### config.mk
export PLATFORM = sky130hd
export DESIGN_NAME = sec_tx
export DESIGN_NICKNAME = d
export VERILOG_FILES = /design/src/rtl/sec_tx.sv
export SDC_FILE = /design/constraint.sdc
export NUM_CORES = 1
export LEC_CHECK = 0
export BUFFER_PORTS_ARGS = -buffer_cell sky130_fd_sc_hd__buf_2
export CORE_AREA = 2 2 51 63
export CTS_CLUSTER_SIZE = 10
export DETAILED_ROUTE_END_ITERATION = 10
export DIE_AREA = 0 0 53 65
export HOLD_SLACK_MARGIN = 0.12
export PLACE_DENSITY = 0.73
export RECOVER_POWER = 50
export SYNTH_ARGS = -nofsm -noshare
export SYNTH_HDL_FRONTEND = slang
export SYNTH_SLANG_ARGS = --single-unit
### constraint.sdc
create_clock -name i_clk -period 3.5 [get_ports i_clk]
set_input_delay 0.7 -clock i_clk [delete_from_list [all_inputs] [get_ports i_clk]]
set_output_delay 0.7 -clock i_clk [all_outputs]
set_load 0.01 [all_outputs]
### src/rtl/sec_tx.sv
// sec_tx: asynchronous serial transmitter (start / 1-8 data bits LSB first /
// optional parity / 1-2 stop bits), paced by an oversampling tick enable.
//
// Ports:
//   i_clk        system clock, rising edge
//   i_rst        synchronous active-high reset
//   i_tick       oversampling enable, OVS pulses per bit period
//   i_tx_en      enables acceptance of new frames (never aborts a frame)
//   i_tx_start   send request, accepted when i_tx_start && o_tx_ready
//   i_tx_in      data word, captured at acceptance
//   i_tx_len     data bits minus one, captured at acceptance
//   i_par_en     parity bit enable, captured at acceptance
//   i_par_odd    1 = odd parity, 0 = even, captured at acceptance
//   i_stop2      1 = two stop bits, captured at acceptance
//   o_tx         serial line, registered, idle high
//   o_tx_ready   combinational: idle, enabled and not in reset
//   o_tx_busy    registered, high from acceptance until return to idle
//   o_tx_done    registered one-clock pulse at end of the last stop bit
//
// State   | meaning
// --------+---------------------------------------------------------
// IDLE    | line high, waiting for an accepted request
// START   | start bit (low) for OVS counted ticks
// DATA    | data bit r_bit_idx for OVS ticks, bits 0..r_len
// PARITY  | parity over the transmitted data bits for OVS ticks
// STOP    | line high for OVS ticks, twice over when r_stop2

module sec_tx #(
    parameter int OVS = 16
) (
    input  logic       i_clk,
    input  logic       i_rst,
    input  logic       i_tick,
    input  logic       i_tx_en,
    input  logic       i_tx_start,
    input  logic [7:0] i_tx_in,
    input  logic [2:0] i_tx_len,
    input  logic       i_par_en,
    input  logic       i_par_odd,
    input  logic       i_stop2,
    output logic       o_tx,
    output logic       o_tx_ready,
    output logic       o_tx_busy,
    output logic       o_tx_done
);

    localparam int CW = $clog2(OVS);
    localparam logic [CW-1:0] CNT_LAST = CW'(OVS - 1);

    typedef enum logic [2:0] {
        ST_IDLE,
        ST_START,
        ST_DATA,
        ST_PARITY,
        ST_STOP
    } state_t;

    state_t          r_state, w_state_nxt;
    logic [CW-1:0]   r_cnt, w_cnt_nxt;
    logic [2:0]      r_bit_idx, w_bit_idx_nxt;
    logic            r_stop_second, w_stop_second_nxt;
    logic [7:0]      r_data, w_data_nxt;
    logic [2:0]      r_len, w_len_nxt;
    logic            r_par_en, w_par_en_nxt;
    logic            r_par_odd, w_par_odd_nxt;
    logic            r_stop2, w_stop2_nxt;
    logic            r_tx, w_tx_nxt;
    logic            r_busy, w_busy_nxt;
    logic            r_done, w_done_nxt;

    logic            w_accept;
    logic            w_bit_end;
    logic [CW-1:0]   w_cnt_step;
    logic [7:0]      w_mask;
    logic            w_par_bit;
    logic [2:0]      w_idx_inc;

    assign o_tx       = r_tx;
    assign o_tx_busy  = r_busy;
    assign o_tx_done  = r_done;
    assign o_tx_ready = (r_state == ST_IDLE) && i_tx_en && !i_rst;

    assign w_accept   = (r_state == ST_IDLE) && i_tx_en && i_tx_start;
    assign w_bit_end  = i_tick && (r_cnt == CNT_LAST);
    assign w_cnt_step = w_bit_end ? '0 : r_cnt + CW'(1);
    assign w_idx_inc  = r_bit_idx + 3'd1;

    // Only bits 0..r_len take part in the parity; higher bits are never sent.
    assign w_mask     = 8'hFF >> (3'd7 - r_len);
    assign w_par_bit  = (^(r_data & w_mask)) ^ r_par_odd;

    always_comb begin
        w_state_nxt       = r_state;
        w_cnt_nxt         = r_cnt;
        w_bit_idx_nxt     = r_bit_idx;
        w_stop_second_nxt = r_stop_second;
        w_data_nxt        = r_data;
        w_len_nxt         = r_len;
        w_par_en_nxt      = r_par_en;
        w_par_odd_nxt     = r_par_odd;
        w_stop2_nxt       = r_stop2;
        w_tx_nxt          = r_tx;
        w_busy_nxt        = r_busy;
        w_done_nxt        = 1'b0;

        if (r_state != ST_IDLE && i_tick) begin
            w_cnt_nxt = w_cnt_step;
        end

        case (r_state)
            ST_IDLE: begin
                // A tick coinciding with acceptance is not counted.
                w_cnt_nxt     = '0;
                w_bit_idx_nxt = '0;
                w_tx_nxt      = 1'b1;
                if (w_accept) begin
                    w_data_nxt        = i_tx_in;
                    w_len_nxt         = i_tx_len;
                    w_par_en_nxt      = i_par_en;
                    w_par_odd_nxt     = i_par_odd;
                    w_stop2_nxt       = i_stop2;
                    w_stop_second_nxt = 1'b0;
                    w_state_nxt       = ST_START;
                    w_tx_nxt          = 1'b0;
                    w_busy_nxt        = 1'b1;
                end
            end
            ST_START: begin
                if (w_bit_end) begin
                    w_state_nxt   = ST_DATA;
                    w_bit_idx_nxt = '0;
                    w_tx_nxt      = r_data[0];
                end
            end
            ST_DATA: begin
                if (w_bit_end) begin
                    if (r_bit_idx == r_len) begin
                        if (r_par_en) begin
                            w_state_nxt = ST_PARITY;
                            w_tx_nxt    = w_par_bit;
                        end else begin
                            w_state_nxt = ST_STOP;
                            w_tx_nxt    = 1'b1;
                        end
                    end else begin
                        w_bit_idx_nxt = w_idx_inc;
                        w_tx_nxt      = r_data[w_idx_inc];
                    end
                end
            end
            ST_PARITY: begin
                if (w_bit_end) begin
                    w_state_nxt = ST_STOP;
                    w_tx_nxt    = 1'b1;
                end
            end
            ST_STOP: begin
                if (w_bit_end) begin
                    if (r_stop2 && !r_stop_second) begin
                        w_stop_second_nxt = 1'b1;
                    end else begin
                        w_state_nxt   = ST_IDLE;
                        w_bit_idx_nxt = '0;
                        w_tx_nxt      = 1'b1;
                        w_busy_nxt    = 1'b0;
                        w_done_nxt    = 1'b1;
                    end
                end
            end
            default: begin
                w_state_nxt = ST_IDLE;
                w_tx_nxt    = 1'b1;
                w_busy_nxt  = 1'b0;
            end
        endcase
    end

    always_ff @(posedge i_clk) begin
        if (i_rst) begin
            r_state       <= ST_IDLE;
            r_cnt         <= '0;
            r_bit_idx     <= '0;
            r_stop_second <= 1'b0;
            r_data        <= '0;
            r_len         <= '0;
            r_par_en      <= 1'b0;
            r_par_odd     <= 1'b0;
            r_stop2       <= 1'b0;
            r_tx          <= 1'b1;
            r_busy        <= 1'b0;
            r_done        <= 1'b0;
        end else begin
            r_state       <= w_state_nxt;
            r_cnt         <= w_cnt_nxt;
            r_bit_idx     <= w_bit_idx_nxt;
            r_stop_second <= w_stop_second_nxt;
            r_data        <= w_data_nxt;
            r_len         <= w_len_nxt;
            r_par_en      <= w_par_en_nxt;
            r_par_odd     <= w_par_odd_nxt;
            r_stop2       <= w_stop2_nxt;
            r_tx          <= w_tx_nxt;
            r_busy        <= w_busy_nxt;
            r_done        <= w_done_nxt;
        end
    end

endmodule

==> out/qor.txt <==
=================================================================================================
Number of buffers created by CTS                                                                3
Shortest period the worst path allows                                                     2180 ps
Number of buffers inserted to repair setup after CTS                                            0
Worst IR drop on VDD                                                                     0.250 mV
Root buffer cell                                                                     sky130_fd_sc_hd__clkbuf_4
Post-synthesis sequential area ratio                                                        0.371
Wire per inst                                                                             12.9 um
Setup-failing EPs final                                                                         0
First-pass iteration count of the detailed router                                               4
Final hold slack                                                                           484 ps
Global-route wire length before repair                                                    5290 um
Multi-input logic area                                                                    872 um2
Starting utilization of the core area                                                       0.523
Final count of hold timing violations                                                           0
Number of I/O port buffers                                                                     22
TritonCTS clock tree                                                                         done
Number of instances in the synthesized netlist                                                182
Kind of start point of the critical path                                                flip-flop
Power density relative to cell area                                                    337 nW/um2
Top-Level Pins                                                                                 23
Antenna viol nets, final                                                                        0
Area used by sequential logic in the layout                                               561 um2
Area overhead of the layout relative to synthesis                                           6.70%
Pins over their slew limit                                                                      0
Class of the most critical setup path                                                flip-flop to output pin
Largest driver fanout on the critical path                                                     14
DRC violation count after routing                                                               0
Max-capacitance violation count                                                                 0
Post-DP HPWL                                                                              2250 um
Result of the run                                                                       completed
Count of flip-flops with a built-in enable after synthesis                                      0
Clk Latency, worst-skew pair                                                               330 ps
Final weighted congestion of routability-driven global placement                            0.875
Worst reg2reg path startpoint                                                        r_cnt[0]$_SDFFE_PP0P_
Row count                                                                                      22
Layer with the highest usage after global routing                                            met2
Post-Synthesis Cell Area                                                                 1510 um2
Post-synth ARST share                                                                           0
Highest-delay cell along the critical path                                           sky130_fd_sc_hd__dfxtp_1
Slew HR                                                                                     0.579
Unrepaired setup endpoints after global routing                                                no
Required time of the critical path                                                        2800 ps
Via count of the first global-routing pass                                                   1247
Utilization after layout                                                                    0.558
Die outline height                                                                          65 um
Largest stage delay on the critical path                                                   480 ps
Post-Route Setup TNS                                                                         0 ps
Pin count of the biggest net entering global routing                                           28
Vias/cell                                                                                    5.69
Number of hold buffers added after cts                                                          0
Clk pin slew, worst setup/hold paths                                                       140 ps
Synthesized area divided by synthesized cell count                                       8.31 um2
Ordered list of cells on the worst path                                              nor3_1 -> and3b_1 -> buf_2
Transition at the pin with the smallest max-transition slack                               625 ps
Final cycle utilization of the critical path                                                0.622
Filler Cells Inserted                                                                         288
Die width                                                                                   53 um
Core outline area                                                                        2890 um2
Most instantiated flip-flop cell in the synthesis netlist                            sky130_fd_sc_hd__dfxtp_1
Pre-CTS worst setup slack                                                                 1320 ps
Maximum clock insertion buffer count                                                            2
Final worst slack                                                                         1320 ps
Number of gates resized after CTS                                                               0
Sinks on the clock net                                                                         28
Number of diodes added for antenna fixing                                                       0
Nets@finish                                                                                   218
Class of the worst hold path                                                         flip-flop to flip-flop
Crit path DAT                                                                             1480 ps
Global route overflow                                                                           0
Worst clock skew                                                                          5.10 ps
Number of distinct library cell variants in the gate-level netlist after synthesis             46
Iteration-0 DRC count of the detailed router                                                   20
Achievable Freq                                                                           460 MHz
Placed Instance Area                                                                     1600 um2
Yosys warning total                                                                             0
Total routing usage reported by global routing                                              0.202
Met3 global-route usage                                                                    0.0230
Launch point of the worst path                                                       r_state[2]$_SDFFE_PP0P_
Number of antenna violations at the first check in global routing                               0
Total Wirelength                                                                          2990 um
Synthesized Nets                                                                              203
Worst Hold Launch                                                                    r_par_odd$_SDFFE_PP0P_
Met2 layer usage reported by global route                                                   0.347
Static Leak                                                                              0.595 nW
Number of vias in the routed layout                                                          1314
FF+latch count, synth                                                                          28
Total die area                                                                           3450 um2
Capturing element type of the critical path                                            output pin
Layout cells sized above 1                                                                  0.169
Post-Layout Inst Area                                                                    1610 um2
Met1 global-route usage                                                                     0.246
Maximum level of the CTS H-tree                                                                 1
=================================================================================================
[per-layer routing]
| metal | share of wire | wire length [um] |
|---|---|---|
| met5 | 0 | 0 |
| met4 | 0.017 | 50 |
| met3 | 0.018 | 53 |
| met2 | 0.52 | 1540 |
| met1 | 0.45 | 1340 |
[sequential cells by signal, summed over array words and instances (netlist names), 3 cells and up]
signal	count
r_len	3
r_bit_idx	3
r_cnt	4
r_state	3
r_data	8
[path summary, 6_finish.rpt]
check	to	slack, ps	cells after the start
setup / recovery	o_tx_ready	1320	3
hold / removal	r_par_odd$_SDFFE_PP0P_	480	2
setup reg to reg	r_bit_idx[1]$_SDFFE_PP0P_	1360	6
hold reg to reg	r_par_odd$_SDFFE_PP0P_	480	2
[cells by family (layout without fill, tap and decap cells)]
| group | count (synthesis) | after routing | share of synthesized area |
|---|---|---|---|
| XOR/XNOR | 11 | 11 | 0.0637 |
| flip-flops | 28 | 28 | 0.371 |
| multiplexers | 7 | 7 | 0.0670 |
| AND/OR/NAND/NOR | 78 | 78 | 0.252 |
| adder cells (fa/ha/maj) | 2 | 2 | 0.0165 |
| buffers and inverters | 14 | 27 | 0.0505 |
| AO/OA/AOI/OAI | 42 | 42 | 0.180 |
[layout by cell type (no fill, tap or decap), types with 3 or more instances in the layout]
cell / n
sky130_fd_sc_hd__a211oi_1: 3
sky130_fd_sc_hd__a21oi_1: 22
sky130_fd_sc_hd__buf_2: 19
sky130_fd_sc_hd__clkbuf_1: 3
sky130_fd_sc_hd__clkbuf_4: 3
sky130_fd_sc_hd__dfxtp_1: 28
sky130_fd_sc_hd__mux2i_1: 3
sky130_fd_sc_hd__nand2_1: 36
sky130_fd_sc_hd__nand3_1: 5
sky130_fd_sc_hd__nor2_1: 12
sky130_fd_sc_hd__nor3_1: 8
sky130_fd_sc_hd__o21ai_0: 3
sky130_fd_sc_hd__xnor2_1: 9
[report_power, final]
part / total, mW / switching, mW / internal, mW
Sequential: 0.343 / 0.0134 / 0.330
Combinational: 0.0681 / 0.0373 / 0.0308
Clock: 0.132 / 0.0916 / 0.0405
[per-stage QoR]
step,power (mW),std cells
after floorplan,0.399,182
after global placement,0.416,228
after detailed placement,0.418,228
after CTS,0.548,231
after global routing,0.570,231
final,0.543,231
[cell type report]
class	instances	area share
multi-input combinational	140	0.540
clock buffer	3	0.0140
tap	36	0.0279
timing repair buffer	22	0.0659
sequential	28	0.347
inverter	2	0.00465
[Yosys cell counts (2+ instances only)]
library cell	n	share of area
sky130_fd_sc_hd__mux2_2	2	0.015
sky130_fd_sc_hd__a211oi_1	3	0.015
sky130_fd_sc_hd__nand3_1	5	0.017
sky130_fd_sc_hd__o211ai_1	2	0.0099
sky130_fd_sc_hd__mux2i_1	3	0.020
sky130_fd_sc_hd__nand2_1	36	0.089
sky130_fd_sc_hd__or3b_1	2	0.012
sky130_fd_sc_hd__o21ai_0	2	0.0066
sky130_fd_sc_hd__nor3_1	8	0.026
sky130_fd_sc_hd__or2_2	2	0.0083
sky130_fd_sc_hd__a21oi_1	22	0.073
sky130_fd_sc_hd__dfxtp_1	28	0.37
sky130_fd_sc_hd__xor2_1	2	0.012
sky130_fd_sc_hd__nor2_1	12	0.030
sky130_fd_sc_hd__ha_1	2	0.017
sky130_fd_sc_hd__o21a_1	2	0.0099
sky130_fd_sc_hd__buf_4	3	0.015
sky130_fd_sc_hd__xnor2_1	9	0.052
sky130_fd_sc_hd__or2b_1	2	0.0099
sky130_fd_sc_hd__clkbuf_1	4	0.0099
sky130_fd_sc_hd__inv_1	2	0.0050
sky130_fd_sc_hd__buf_2	4	0.013
sky130_fd_sc_hd__a41oi_1	2	0.012
[critical path: cells and delay by family (launching register included)]
family	cells	cell delay (ps)
buffers and inverters	1	120
flip-flops	1	480
AND/OR/NAND/NOR	2	540
(Power assumes the default switching activity.)
